==> config.mk <==
export PLATFORM = sky130hd
export DESIGN_NAME = vga_plotter_flat
export DESIGN_NICKNAME = d
export VERILOG_FILES = /design/src/rtl/vga_pkg.sv /design/src/rtl/vga_plotter_if.sv /design/src/rtl/vga_scan_counter.sv /design/src/rtl/vga_plotter.sv /design/src/flat_wrapper.sv
export SDC_FILE = /design/constraint.sdc
export NUM_CORES = 1
export LEC_CHECK = 0
export ABC_AREA = 1
export BUFFER_PORTS_ARGS = -buffer_cell sky130_fd_sc_hd__buf_2
export CORE_AREA = 2 2 87 89
export DETAILED_ROUTE_END_ITERATION = 8
export DIE_AREA = 0 0 89 91
export PLACE_DENSITY = 0.65
export SYNTH_ARGS = -nofsm -noshare
export SYNTH_HDL_FRONTEND = slang
export SYNTH_SLANG_ARGS = --single-unit
==> constraint.sdc <==
create_clock -name clock -period 5.3 [get_ports clock]
set_input_delay 1.59 -clock clock [delete_from_list [all_inputs] [get_ports clock]]
set_output_delay 1.59 -clock clock [all_outputs]
set_load 0.02 [all_outputs]
==> src/rtl/vga_pkg.sv <==
// Shared definitions for the VGA plotter slice.
//   MODE_*   : frame mode encoding (copy from memory / solid fill)
//   COL_*    : common 3-bit colours
//   X_W, Y_W : pixel coordinate widths on the VGA write port
//   state_t  : plotter FSM encoding
package vga_pkg;
  localparam logic       MODE_COPY = 1'b0;
  localparam logic       MODE_FILL = 1'b1;
  localparam logic [2:0] COL_BLACK = 3'b000;
  localparam logic [2:0] COL_WHITE = 3'b111;
  localparam int         X_W       = 8;
  localparam int         Y_W       = 7;

  typedef enum logic [1:0] {
    ST_IDLE  = 2'd0,
    ST_RUN   = 2'd1,
    ST_DRAIN = 2'd2,
    ST_DONE  = 2'd3
  } state_t;
endpackage

==> src/rtl/vga_plotter_if.sv <==
// Bus bundle between the plotter and its environment.
//   control : start, mode, fg_colour, bg_colour in; busy, done out
//   memory  : mem_addr, mem_rd out; mem_data in (one cycle after the read)
//   pixel   : x, y, colour, plot out
// master = plotter side, slave = CPU / memory / VGA wrapper side.
interface vga_plotter_if #(
  parameter int ADDR_W = 14
) ();
  logic                     start;
  logic                     mode;
  logic [2:0]               fg_colour;
  logic [2:0]               bg_colour;
  logic [ADDR_W-1:0]        mem_addr;
  logic                     mem_rd;
  logic                     mem_data;
  logic [vga_pkg::X_W-1:0]  x;
  logic [vga_pkg::Y_W-1:0]  y;
  logic [2:0]               colour;
  logic                     plot;
  logic                     busy;
  logic                     done;

  modport master (
    input  start, mode, fg_colour, bg_colour, mem_data,
    output mem_addr, mem_rd, x, y, colour, plot, busy, done
  );

  modport slave (
    output start, mode, fg_colour, bg_colour, mem_data,
    input  mem_addr, mem_rd, x, y, colour, plot, busy, done
  );
endinterface

==> src/rtl/vga_scan_counter.sv <==
// Row-major raster counters for the plotter.
//   clock, reset : clock / async active-low reset
//   clear        : load col=row=addr=0 (wins over enable)
//   enable       : advance one pixel
//   col, row     : current pixel coordinate
//   addr         : linear address, kept equal to row*WIDTH+col by
//                  stepping alongside the coordinates (no multiplier)
//   last         : current pixel is (WIDTH-1, HEIGHT-1)
module vga_scan_counter
  import vga_pkg::*;
#(
  parameter int WIDTH  = 128,
  parameter int HEIGHT = 120,
  parameter int ADDR_W = 14
) (
  input  logic              clock,
  input  logic              reset,
  input  logic              clear,
  input  logic              enable,
  output logic [X_W-1:0]    col,
  output logic [Y_W-1:0]    row,
  output logic [ADDR_W-1:0] addr,
  output logic              last
);
  localparam logic [X_W-1:0] COL_LAST = X_W'(WIDTH - 1);
  localparam logic [Y_W-1:0] ROW_LAST = Y_W'(HEIGHT - 1);

  logic col_wrap;
  assign col_wrap = (col == COL_LAST);
  assign last     = col_wrap && (row == ROW_LAST);

  always_ff @(posedge clock or negedge reset) begin
    if (!reset) begin
      col  <= '0;
      row  <= '0;
      addr <= '0;
    end else if (clear) begin
      col  <= '0;
      row  <= '0;
      addr <= '0;
    end else if (enable) begin
      addr <= addr + ADDR_W'(1);
      if (col_wrap) begin
        col <= '0;
        row <= row + Y_W'(1);
      end else begin
        col <= col + X_W'(1);
      end
    end
  end
endmodule

==> src/rtl/vga_plotter.sv <==
// Frame-copy engine feeding the VGA pixel-write port.
//   clock, reset : clock / async active-low reset
//   bus          : vga_plotter_if master (control, memory read, pixel write)
// A start pulse in IDLE latches mode/colours and scans WIDTH*HEIGHT pixels.
// The address goes out combinationally in RUN; memory answers one cycle
// later, which lines up with the registered coordinates and plot strobe,
// so the colour mux is taken straight from mem_data.
module vga_plotter
  import vga_pkg::*;
#(
  parameter int WIDTH  = 128,
  parameter int HEIGHT = 120,
  parameter int ADDR_W = 14
) (
  input  logic          clock,
  input  logic          reset,
  vga_plotter_if.master bus
);
  state_t state, state_nxt;

  logic              clr, en, last;
  logic [X_W-1:0]    col;
  logic [Y_W-1:0]    row;
  logic [ADDR_W-1:0] addr;

  logic              mode_q;
  logic [2:0]        fg_q, bg_q;
  logic [X_W-1:0]    x_q;
  logic [Y_W-1:0]    y_q;
  logic              plot_q;

  vga_scan_counter #(
    .WIDTH (WIDTH),
    .HEIGHT(HEIGHT),
    .ADDR_W(ADDR_W)
  ) u_scan (
    .clock (clock),
    .reset (reset),
    .clear (clr),
    .enable(en),
    .col   (col),
    .row   (row),
    .addr  (addr),
    .last  (last)
  );

  always_ff @(posedge clock or negedge reset) begin
    if (!reset) state <= ST_IDLE;
    else        state <= state_nxt;
  end

  always_comb begin
    state_nxt = state;
    clr       = 1'b0;
    en        = 1'b0;
    case (state)
      ST_IDLE: begin
        if (bus.start) begin
          clr       = 1'b1;
          state_nxt = ST_RUN;
        end
      end
      ST_RUN: begin
        en = 1'b1;
        if (last) state_nxt = ST_DRAIN;
      end
      ST_DRAIN: state_nxt = ST_DONE;
      ST_DONE:  state_nxt = ST_IDLE;
      default:  state_nxt = ST_IDLE;
    endcase
  end

  // Frame parameters are frozen at start so mid-frame input changes are inert.
  always_ff @(posedge clock or negedge reset) begin
    if (!reset) begin
      mode_q <= MODE_COPY;
      fg_q   <= COL_BLACK;
      bg_q   <= COL_BLACK;
    end else if (state == ST_IDLE && bus.start) begin
      mode_q <= bus.mode;
      fg_q   <= bus.fg_colour;
      bg_q   <= bus.bg_colour;
    end
  end

  // Output stage: one register behind the issued address.
  always_ff @(posedge clock or negedge reset) begin
    if (!reset) begin
      plot_q <= 1'b0;
      x_q    <= '0;
      y_q    <= '0;
    end else begin
      plot_q <= (state == ST_RUN);
      if (state == ST_RUN) begin
        x_q <= col;
        y_q <= row;
      end
    end
  end

  assign bus.mem_addr = addr;
  assign bus.mem_rd   = (state == ST_RUN) && (mode_q == MODE_COPY);
  assign bus.x        = x_q;
  assign bus.y        = y_q;
  assign bus.plot     = plot_q;
  assign bus.colour   = (mode_q == MODE_FILL) ? bg_q
                      : (bus.mem_data ? fg_q : bg_q);
  assign bus.busy     = (state == ST_RUN) || (state == ST_DRAIN);
  assign bus.done     = (state == ST_DONE);
endmodule

==> src/flat_wrapper.sv <==
// flat-port wrapper written by rule: the top's interface ports become plain ports
module vga_plotter_flat import vga_pkg::*;
#(
  parameter int WIDTH  = 128,
  parameter int HEIGHT = 120,
  parameter int ADDR_W = 14
)
  (clock, reset, bus_start, bus_mode, bus_fg_colour, bus_bg_colour, bus_mem_data, bus_mem_addr, bus_mem_rd, bus_x, bus_y, bus_colour, bus_plot, bus_busy, bus_done);
  vga_plotter_if #(.ADDR_W(ADDR_W)) bus_i ();
  input  logic clock;
  input  logic reset;
  input wire logic [$bits(bus_i.start)-1:0] bus_start;
  input wire logic [$bits(bus_i.mode)-1:0] bus_mode;
  input wire logic [$bits(bus_i.fg_colour)-1:0] bus_fg_colour;
  input wire logic [$bits(bus_i.bg_colour)-1:0] bus_bg_colour;
  input wire logic [$bits(bus_i.mem_data)-1:0] bus_mem_data;
  output wire logic [$bits(bus_i.mem_addr)-1:0] bus_mem_addr;
  output wire logic [$bits(bus_i.mem_rd)-1:0] bus_mem_rd;
  output wire logic [$bits(bus_i.x)-1:0] bus_x;
  output wire logic [$bits(bus_i.y)-1:0] bus_y;
  output wire logic [$bits(bus_i.colour)-1:0] bus_colour;
  output wire logic [$bits(bus_i.plot)-1:0] bus_plot;
  output wire logic [$bits(bus_i.busy)-1:0] bus_busy;
  output wire logic [$bits(bus_i.done)-1:0] bus_done;
  assign bus_i.start = bus_start;
  assign bus_i.mode = bus_mode;
  assign bus_i.fg_colour = bus_fg_colour;
  assign bus_i.bg_colour = bus_bg_colour;
  assign bus_i.mem_data = bus_mem_data;
  assign bus_mem_addr = bus_i.mem_addr;
  assign bus_mem_rd = bus_i.mem_rd;
  assign bus_x = bus_i.x;
  assign bus_y = bus_i.y;
  assign bus_colour = bus_i.colour;
  assign bus_plot = bus_i.plot;
  assign bus_busy = bus_i.busy;
  assign bus_done = bus_i.done;
  vga_plotter #(.WIDTH(WIDTH), .HEIGHT(HEIGHT), .ADDR_W(ADDR_W)) u_core (.clock(clock), .reset(reset), .bus(bus_i));
endmodule
After elaboration in Yosys (flattened, before gate mapping)
Index checks and enable logic that the tools add are counted.

word-level totals
  register bits = 54
  output and inout port bits = 36
  input port bits = 11

cells by class
  multiplexer cells = 16
  reduce and logical (&&, ||, !) cells = 9
  equal/unequal tests = 7
  bitwise operators = 1
  add/sub/neg operators = 3

operators by type and width
  operator                 number
  $mux W14                 2
  $mux W8                  3
  $mux W7                  3
  $add A14 B1 Y14 const B  1
  $add A8 B1 Y8 const B    1
  $eq A8 B7 Y1 const B     1
  $pmux W2 S4              1
  $add A7 B1 Y7 const B    1
  $eq A7 B7 Y1 const B     1
  $mux W3                  2
  $eq A2 B2 Y1 const B     2
  $mux W2                  2
  $reduce_and A2 Y1        2
  $reduce_bool A2 Y1       2
  $logic_and A1 B1 Y1      3
  $mux W1                  3
  $eq A2 B1 Y1 const B     1
  $logic_not A2 Y1         1
  $ne A2 B1 Y1 const B     1
  $ne A2 B2 Y1 const B     1
  $logic_or A1 B1 Y1       1
  $not A1 Y1               1

Logic depth before layout (Yosys ltp)
Gate-level depths: netlist (run 1).

  depth in word-level cells = 4
  mapped depth = 10
  depth with buffers taken out = 10

Modules after synthesis
A second synthesis (run 1) with hierarchy kept.

unflattened totals
  cells, all modules = 335
  area, all modules = 2768.9 µm²

modules (own cells, without submodules)
  module            area an instance (µm²)  instances  sequential area each (µm²)  cells each
  vga_scan_counter  1664.1                  1          725.7                       205
  vga_plotter       1104.8                  1          625.6                       130

Worst setup path after synthesis (run 1)
OpenSTA, ideal clock, no wires.

  path kind = input-to-output
  start = input port bus_mem_data
  end = output port bus_colour[0]
  slack = 1.632 ns
  data arrival time = 2.078 ns
  buffers on the path = 0
  cell stages on the path = 2
  cells stage by stage = nand2_1 -> mux2_2

on the way
  cells in the longest elaborated chain, start to end = 2

ends and longest elaborated chain
  what             RTL line            RTL
  start, declared  flat_wrapper.sv:16  input wire logic [$bits(bus_i.mem_data)-1:0] bus_mem_data;
  $mux W3          vga_plotter.sv:107  : (bus.mem_data ? fg_q : bg_q);
  $mux W3          vga_plotter.sv:106  assign bus.colour = (mode_q == MODE_FILL) ? bg_q
  end, declared    flat_wrapper.sv:21  output wire logic [$bits(bus_i.colour)-1:0] bus_colour;

No other way between the ends.

Final worst setup path (run 1)
  start = input port bus_mem_data
  end = output port bus_colour[2]

Same word-level chain as after synthesis.

==> flow_summary_export.csv, run 1 <==
group,metric,value,unit
global_routing,met2_usage,0.234,
timing,rsz0062_at_grt,"false",
synth,yosys_warnings,0,
drt,dr.pass1.iters,4,
global_routing,grt.overflow.total,0,
layout,postLayoutCellArea,3090,sq um
outcome,run_status,"finished, final reports clean",
power_and_ir_drop,p_per_area,463,nW/um^2
timing,finalHoldViolCount,0,
layout,fin_nets,388,
global_routing,met3_usage,0.0345,
global_routing,grt_pass1_vias,2078,
die,die_y,91,microns
clocking,clock_sinks,54,
setup_path,cp-start-kind,"input pin",
synth,synthCells,324,
synth,synth_area,2650,sq um
clocking,clock_path_buffers,2,
setup_path,cp_slowest_stage_delay,0.35,ns
clocking,clkTransAtPathRegs,0.11,ns
setup_path,r2r-start,"u_core.state[1]$_DFFE_PN0P_",
timing,finalSetupViolCount,0,
drt,via_per_inst,4.63,
setup_path,required,3.71,ns
setup_path,critPathMostFrequentCell,"buf_2",
global_routing,grtUsageTotal,0.146,
global_routing,use_met1,0.199,
synth,yosys.cell_types.count,26,
timing,finalClockSkew,0.0106,ns
flow_run,maxCapViolCount,0,
power_and_ir_drop,leakage,1.60,nW
die,std_cell_rows,31,
worst_hold_path,worstHoldStart,"u_core.bus.x[4]$_DFFE_PN0P_",
synth,ys_seq_area_frac,0.509,
global_routing,antenna_found_initial,0,
synth,syn_avg_cell_area,8.19,sq um
setup_path,path_delay_family,"multiplexers",
drt,vias,2171,
placement,gp_congestion,0.825,
setup_path,path_class,"in -> out",
die,dieWidth,89,microns
timing,finalCritPeriodShare,0.737,
setup_path,crit_chain,"buf_2, nand2_1, mux2_2, buf_2",
layout,n_antenna_cell,0,
worst_hold_path,hp-class,"reg -> reg",
die,initial_core_util,0.372,
layout,fillers,757,
placement,io_buffers,46,
clocking,cts_tree,"done",
timing,fmax,0.256,GHz
timing,slew_headroom,0.527,
synth,ys_ff_latch,54,
setup_path,slowest_stage,"mux2_2",
setup_path,worstSetupStartpoint,"bus_mem_data",
drt,drt_iter0_drc,101,
timing,maxSlewViolCount,0,
layout,syn_to_final_growth,16.3,%
setup_path,path_depth,4,
global_routing,grt-busiest-layer,"met2",
setup_path,r2r_cells,7,
clocking,hold_buffers,0,
die,ios,47,
layout,drive_above_1_share,0.205,
die,die_area,8100,sq um
synth,synth_fp_nets,343,
placement,placed_area,2970,sq um
clocking,cts_resized,0,
timing,period_needed,3.91,ns
global_routing,grt_max_degree,55,
drt,drcViolationCount,0,
setup_path,end_kind,"output pin",
placement,dp_hpwl,3.80,mm
clocking,cts_setup_buffers,0,
setup_path,critPathMaxFanout,3,
clocking,cts_max_level,2,
power_and_ir_drop,ir_worst_vdd,0.000182,V
clocking,cts-root-buf,"clkbuf_8",
worst_hold_path,hold_depth,2,
timing,tightestPinTransition,0.710,ns
setup_path,worstPathArrival,2.32,ns
drt,avgRoutedWirePerCell,11.8,microns
clocking,cts_buffers,5,
timing,fin_setup_tns,0,ns
drt,ant_nets,0,
clocking,clk_latency,0.31,ns
die,core_area,7140,sq um
drt,wl,5.53,mm
global_routing,grt_pass1_wl,9.57,mm
setup_path,path_buf_inv,2,
metal layers:
metal  part of all wire  vias to the layer above
li1                   -                     1128
met1               0.48                      993
met2               0.47                       44
met3              0.044                        6
met4             0.0087                        0
met5                  0                        -
cell usage after synthesis (all sizes together):
cell type | number | area (sq um)
inv | 30 | 113
xor2 | 1 | 8.76
o21ai | 33 | 184
a21oi | 12 | 60.1
or2 | 2 | 12.5
nand2 | 100 | 390
nand3 | 26 | 143
nand4 | 2 | 12.5
clkinv | 1 | 3.75
ha | 8 | 100
dfrtp | 54 | 1350
a31oi | 1 | 6.26
clkbuf | 1 | 3.75
nor2 | 33 | 131
xnor2 | 1 | 8.76
nor3 | 5 | 25.0
mux2 | 3 | 33.8
buf | 9 | 51.3
nand3b | 2 | 15.0
tightest hold or removal path: stages (launching register included):
cell and delay (ns):
dfrtp_1 0.36, nand2_1 0.05, nand2_1 0.05
where the power goes:
part / internal [W] / switching (W) / total (W) / leakage (nW)
clock: 0.000144 / 0.000144 / 0.000288 / 0.0563
combinational: 0.000182 / 0.000371 / 0.000553 / 0.825
sequential: 0.000511 / 0.0000780 / 0.000589 / 0.720
total: 0.000837 / 0.000593 / 0.00143 / 1.60
final timing paths:
kind | endpoint | slack, ns
setup reg to reg | u_core.u_scan.row[6]$_DFFE_PN0P_ | 2.87
setup / recovery | bus_colour[2] | 1.39
hold / removal | u_core.bus.x[4]$_DFFE_PN0P_ | 0.48
max in group asynchronous | u_core.u_scan.col[1]$_DFFE_PN0P_ | 3.43
hold reg to reg | u_core.bus.x[4]$_DFFE_PN0P_ | 0.48
min in group asynchronous | u_core.bus.x[2]$_DFFE_PN0P_ | 1.39
final cells by class:
| type | count | area (sq um) | share of cell area |
|---|---|---|---|
| tap | 99 | 124 | 0.0401 |
| inverter | 31 | 116 | 0.0377 |
| sequential | 54 | 1350 | 0.438 |
| multi-input combinational | 229 | 1130 | 0.367 |
| clock inverter | 3 | 48.8 | 0.0158 |
| clock buffer | 5 | 68.8 | 0.0223 |
| timing repair buffer | 48 | 245 | 0.0795 |
flip-flops by register name (all words and copies together), names as in the netlist:
signal              flops
u_core.bg_q             3
u_core.bus.plot         1
u_core.bus.x            8
u_core.bus.y            7
u_core.fg_q             3
u_core.mode_q           1
u_core.state            2
u_core.u_scan.addr     14
u_core.u_scan.col       8
u_core.u_scan.row       7
cell usage in the layout (no fill, tap or decap), types with 3 or more instances in the layout:
cell type and instances:
a21oi_1 12, buf_2 46, clkbuf_8 5, dfrtp_1 54, ha_1 8, inv_1 28
mux2_2 3, nand2_1 94, nand2_2 6, nand3_1 25, nor2_1 32, nor3_1 5
o21ai_0 13, o21ai_1 15, o21ai_2 5
cell families (layout without fill, tap and decap cells):
kind of cell / count (synthesis) / after routing / synth area share
AO/OA/AOI/OAI: 46 / 46 / 0.0943
XOR/XNOR: 2 / 2 / 0.00660
adder cells (fa/ha/maj): 8 / 8 / 0.0377
AND/OR/NAND/NOR: 170 / 170 / 0.275
multiplexers: 3 / 3 / 0.0127
flip-flops: 54 / 54 / 0.509
buffers and inverters: 41 / 87 / 0.0646
stage by stage:
| step | utilization | cells | setup WS [ns] | hold slack (ns) | power [W] |
|---|---|---|---|---|---|
| global placement | 0.416 | 461 | 1.38 | 0.454 | 0.00114 |
| finish | 0.432 | 469 | 1.39 | 0.478 | 0.00143 |
| global route | 0.432 | 469 | 1.26 | 0.518 | 0.00155 |
| floorplan | - | 324 | 1.63 | 0.443 | 0.00101 |
| CTS | 0.432 | 469 | 1.38 | 0.488 | 0.00145 |
| detailed placement | 0.416 | 461 | 1.38 | 0.461 | 0.00116 |
Power figures use the tool's default switching activity.
==> run 2: changes to the inputs <==
ABC_AREA = 0   (was 1)
CORE_AREA = 2 2 85 87   (was 2 2 87 89)
DIE_AREA = 0 0 87 89   (was 0 0 89 91)
PLACE_DENSITY = 0.67   (was 0.65)
clock period = 3.2 ns   (was 5.3 ns; I/O delays follow)
==> flow_summary_export.csv, run 2 <==
group,metric,value,unit
outcome,run_status,"finished, final reports clean",
timing,finalHoldViolCount,0,
timing,finalCritPeriodShare,0.873,
timing,maxSlewViolCount,0,
setup_path,cp-start-kind,"input pin",
synth,synth_flop_cell,"dfrtp_1",
global_routing,grt_pass1_vias,1833,
worst_hold_path,hold_depth,2,
synth,synth_top_area_share,0.536,
timing,fin_setup_tns,0,ns
timing,tightestPinTransition,0.576,ns
clocking,clkTransAtPathRegs,0.10,ns
synth,synth-xor-area-share,0.0591,
setup_path,required,2.24,ns
die,core_area,6720,sq um
placement,dp.cells,355,
flow_run,maxCapViolCount,0,
setup_path,critPathMaxFanout,3,
layout,stdcell_count,363,
setup_path,r2r_cells,6,
synth,yosys.cell_types.count,35,
global_routing,grt.overflow.total,0,
worst_hold_path,worstHoldStart,"u_core.bg_q[0]$_DFFE_PN0P_",
drt,avgRoutedWirePerCell,13.8,microns
clocking,clock_sinks,54,
clocking,clk_latency,0.31,ns
setup_path,r2r-end,"u_core.u_scan.row[4]$_DFFE_PN0P_",
global_routing,antenna_found_initial,0,
die,initial_core_util,0.375,
clocking,cts-root-buf,"clkbuf_8",
synth,synthTopCellsByCount,"dfrtp_1, nand2_1, nor2_1, mux2_2, xor2_1",
setup_path,worstPathArrival,1.83,ns
clocking,clock_path_buffers,2,
power_and_ir_drop,leakage,1.41,nW
synth,synth_area,2520,sq um
layout,largest-register,"u_core.u_scan.addr",
clocking,cts_setup_buffers,0,
drt,dr.pass1.iters,4,
clocking,cts_buffers,5,
die,dieWidth,87,microns
power_and_ir_drop,ir_worst_vdd,0.000181,V
drt,via_per_inst,5.17,
setup_path,rrSetupSlack,0.92,ns
power_and_ir_drop,p_per_area,422,nW/um^2
synth,synth_largest_area_cell,"dfrtp_1",
die,die_area,7740,sq um
drt,ant_nets,0,
clocking,cts_resized,0,
die,std_cell_rows,30,
die,ios,47,
die,die_y,89,microns
clocking,cts_tree,"done",
global_routing,grt_pass1_wl,8.53,mm
synth,synth_edf_count,0,
timing,finalSetupViolCount,0,
timing,period_needed,2.79,ns
timing,rsz0062_at_grt,"false",
placement,dp_hpwl,3.44,mm
layout,fin_nets,301,
synth,synthCells,235,
setup_path,path_class,"in -> out",
setup_path,end_kind,"output pin",
synth,synth_top_family_by_area,"simple AND/OR/NAND/NOR gates",
layout,final_cell_mix,"dfrtp_1, buf_2, nand2_1, nor2_1, mux2_2",
synth,yosys.area_share.simple,0.198,
timing,fmax,0.358,GHz
drt,drt_iter0_drc,79,
worst_hold_path,hp-class,"reg -> reg",
layout,final_common_cell,"dfrtp_1",
drt,drcViolationCount,0,
synth,muxShareOfSynthArea,0.105,
layout,n_antenna_cell,0,
layout,largest_reg_flops,14,
synth,synthAdderAreaFrac,0.0397,
synth,ys_ff_latch,54,
global_routing,grt_max_degree,33,
layout,drive_above_1_share,0.272,
synth,synth_fp_nets,254,
synth,yosysMostFrequentCell,"dfrtp_1",
synth,ys_seq_area_frac,0.536,
drt,vias,1878,
layout,syn_to_final_growth,18.8,%
global_routing,grtUsageTotal,0.141,
synth,yosys_warnings,0,
clocking,cts_max_level,2,
synth,synth_compound_area_frac,0.0387,
timing,slew_headroom,0.616,
placement,gp_congestion,0.745,
synth,synthArstFlopShare,1.00,
clocking,hold_buffers,0,
synth,syn_avg_cell_area,10.7,sq um
drt,wl,5.00,mm
setup_path,r2r-start,"u_core.state[1]$_DFFE_PN0P_",
timing,finalClockSkew,0.00680,ns
synth,yosys-top-cells-area,"dfrtp_1, mux2_2, nand2_1",
placement,io_buffers,46,
worst_hold_path,hold_end,"u_core.bg_q[0]$_DFFE_PN0P_",
[run 2: cell types whose count changed after synthesis, moves of 8 or more]
| cell | change |
|---|---|
| mux2_2 | +15 |
| nand2_1 | -63 |
| nand3_1 | -16 |
| xor2_1 | +9 |
| inv_1 | -23 |
| o21ai_1 | -14 |
| o21ai_0 | -8 |
[run 2: cell type report]
type / instances / area, sq um
Clock buffer: 6 / 82.6
Clock inverter: 2 / 60.1
Fill cell: 635 / 3720
Inverter: 5 / 18.8
Multi-Input combinational cell: 166 / 1110
Sequential cell: 54 / 1350
Tap cell: 80 / 100
Timing Repair Buffer: 50 / 273
[run 2: layer usage]
metal	global-route usage	wire length [microns]	vias to the layer above
met1	0.179	2310	931
li1	-	-	897
met2	0.229	2380	46
met5	0	0	-
met4	0.0469	57	0
met3	0.0425	262	4
[run 2: worst max path at each step]
stage / start / end / slack [ns] / cells after the start
CTS: bus_mem_data / bus_colour[0] / 0.39 / 4
floorplan: bus_mem_data / bus_colour[0] / 0.66 / 2
detailed placement: bus_mem_data / bus_colour[0] / 0.39 / 4
global route: bus_mem_data / bus_colour[0] / 0.36 / 4
global placement: bus_mem_data / bus_colour[0] / 0.42 / 4
finish: bus_mem_data / bus_colour[0] / 0.41 / 4
[run 2: kinds of logic after synthesis]
family / after synthesis
muxes: 24
xor gates and xnor gates: 17
buffers and inverters: 15
adders and majority gates: 8
DFF: 54
and+or+nand+nor: 100
AOI/OAI and AO/OA: 17
[run 2: metrics by stage]
stage               worst slack [ns]  total power (W)  cell area, sq um  hold WS, ns   util
finish                         0.406          0.00126              2990        0.489  0.446
detailed placement             0.387         0.000721              2850        0.467  0.424
CTS                            0.387          0.00128              2990        0.489  0.446
global placement               0.418         0.000720              2850        0.456  0.424
floorplan                      0.661         0.000697              2520        0.440      -
global route                   0.364          0.00131              2990        0.515  0.446
[run 2: power by group]
group / internal, W / leakage (nW) / total [W] / switching (W)
logic: 0.00000762 / 0.692 / 0.0000234 / 0.0000158
registers: 0.000682 / 0.643 / 0.000682 / 0
clock network: 0.000334 / 0.0714 / 0.000560 / 0.000226
total: 0.00102 / 1.41 / 0.00126 / 0.000242
[run 2: worst max-delay path: stages]
cell	delay (ns)
buf_2	0.08
nor2b_1	0.27
mux2_2	0.37
buf_2	0.16
==> run 3: changes to the inputs <==
PLACE_DENSITY = 0.61   (was 0.67)
REMOVE_ABC_BUFFERS = 1   (was default)
==> flow_summary_export.csv, run 3 (synthesis gave the netlist of run 2 again) <==
group,metric,value,unit
placement,post-place-ws,0.392,ns
die,die_y,89,microns
die,std_cell_rows,30,
power_and_ir_drop,share_clk_of_total_power,0.359,
clocking,clkTransAtPathRegs,0.09,ns
setup_path,r2r_cells,7,
layout,drive_above_1_share,0.269,
clocking,cts_setup_buffers,0,
outcome,run_status,"finished, final reports clean",
placement,dp_hpwl,3.47,mm
power_and_ir_drop,p_seq_frac,0.620,
setup_path,path_class,"in -> out",
drt,ant_nets,0,
die,dieWidth,87,microns
layout,final_cell_mix,"dfrtp_1, buf_2, nand2_1, nor2_1, mux2_2",
clocking,cts-root-buf,"clkbuf_8",
setup_path,r2r-end,"u_core.u_scan.addr[13]$_DFFE_PN0P_",
timing,finalSetupViolCount,0,
layout,syn_to_final_growth,16.7,%
timing,tightestPinTransition,0.793,ns
timing,fin_setup_tns,0,ns
timing,period_needed,2.79,ns
setup_path,critPathMaxFanout,3,
clocking,clock_path_buffers,2,
worst_hold_path,hp-class,"reg -> reg",
power_and_ir_drop,p_per_area,374,nW/um^2
global_routing,grt_pass1_vias,1786,
placement,io_buffers,46,
timing,finalHoldViolCount,0,
drt,avgRoutedWirePerCell,13.6,microns
die,die_area,7740,sq um
drt,via_per_inst,5.11,
worst_hold_path,hold_depth,2,
clocking,cts_buffers,5,
layout,stdcell_count,363,
flow_run,maxCapViolCount,0,
power_and_ir_drop,intPower,0.000865,W
timing,rsz0062_at_grt,"false",
layout,multiInputGateArea,1110,sq um
layout,largest_reg_flops,14,
clocking,cts_max_level,2,
global_routing,grtUsageTotal,0.138,
layout,regArea,1350,sq um
power_and_ir_drop,leakage,1.38,nW
timing,fmax,0.358,GHz
global_routing,antenna_found_initial,0,
setup_path,cp-start-kind,"input pin",
layout,largest-register,"u_core.u_scan.addr",
power_and_ir_drop,ir_worst_vdd,0.000161,V
drt,drcViolationCount,0,
power_and_ir_drop,power_switching,0.000235,W
global_routing,grt_pass1_wl,8.47,mm
clocking,clock_sinks,54,
layout,final_common_cell,"dfrtp_1",
timing,finalClockSkew,0.00570,ns
timing,worst_slack,0.407,ns
setup_path,required,2.24,ns
global_routing,grt_max_degree,30,
global_routing,grt.overflow.total,0,
die,core_area,6720,sq um
timing,finalCritPeriodShare,0.873,
timing,slew_headroom,0.471,
clocking,hold_buffers,0,
layout,postLayoutCellArea,2940,sq um
setup_path,r2r-start,"u_core.state[1]$_DFFE_PN0P_",
placement,dp.cells,355,
timing,maxSlewViolCount,0,
die,initial_core_util,0.375,
power_and_ir_drop,power_frac_comb,0.021,
die,ios,47,
clocking,clk_latency,0.31,ns
drt,wl,4.94,mm
drt,dr.pass1.iters,5,
worst_hold_path,hold_end,"u_core.bg_q[0]$_DFFE_PN0P_",
layout,n_antenna_cell,0,
layout,fillers,660,
clocking,cts_resized,0,
setup_path,worstPathArrival,1.83,ns
placement,placed_area,2850,sq um
drt,vias,1856,
power_and_ir_drop,switching_share,0.214,
drt,drt_iter0_drc,75,
clocking,cts_tree,"done",
placement,gp_congestion,0.759,
layout,fin_nets,301,
setup_path,rrSetupSlack,1.07,ns
setup_path,end_kind,"output pin",
worst_hold_path,worstHoldStart,"u_core.bg_q[0]$_DFFE_PN0P_",
run 3: changes by cell type in the layout (fill, tap and decap cells not counted):
| cell | before | now |
|---|---|---|
| clkinv_2 | 0 | 1 |
| bufinv_16 | 2 | 0 |
| clkbuf_1 | 0 | 1 |
run 3: through the flow:
step | total power [W] | hold WS, ns | utilization
5_1_grt | 0.00115 | 0.507 | 0.438
3_3_place_gp | 0.000720 | 0.455 | 0.424
3_5_place_dp | 0.000721 | 0.464 | 0.424
6_report | 0.00110 | 0.484 | 0.438
4_1_cts | 0.00112 | 0.488 | 0.438
2_1_floorplan | 0.000697 | 0.440 | -
run 3: metal layers:
metal,up-vias,GRT usage,routed length [microns]
met3,7,0.0305,207
met5,-,0,0
met4,0,0.0469,56
li1,905,-,-
met2,37,0.223,2210
met1,907,0.186,2470
run 3: cell type report:
class | instances | share of cell area
Tap cell | 80 | 0.0340
Clock inverter | 1 | 0.00170
Inverter | 5 | 0.00638
Multi-Input combinational cell | 166 | 0.377
Sequential cell | 54 | 0.459
Timing Repair Buffer | 50 | 0.0927
Clock buffer | 7 | 0.0293
run 3: how the worst max path moves through the flow:
| stage | slack, ns | start | to | cells past startpoint |
|---|---|---|---|---|
| after global placement | 0.41 | bus_mem_data | bus_colour[1] | 4 |
| after global routing | 0.34 | bus_mem_data | bus_colour[1] | 4 |
| final | 0.41 | bus_mem_data | bus_colour[1] | 4 |
| after floorplan | 0.40 | u_core.state[1]$_DFFE_PN0P_ | bus_mem_rd | 3 |
| after detailed placement | 0.39 | bus_mem_data | bus_colour[1] | 4 |
| after CTS | 0.40 | bus_mem_data | bus_colour[1] | 4 |
run 3: critical path, cell delays in order:
cell     delay, ns
buf_2         0.07
nor2b_1       0.26
mux2_2        0.38
buf_2         0.16
run 3: power groups by stage:
stage / combinational [W] / sequential (W) / clock (W)
2_1_floorplan: 0.00000147 / 0.000696 / 0
3_3_place_gp: 0.0000246 / 0.000695 / 0
3_5_place_dp: 0.0000254 / 0.000695 / 0
4_1_cts: 0.0000253 / 0.000682 / 0.000413
5_1_grt: 0.0000281 / 0.000682 / 0.000439
6_report: 0.0000236 / 0.000682 / 0.000395
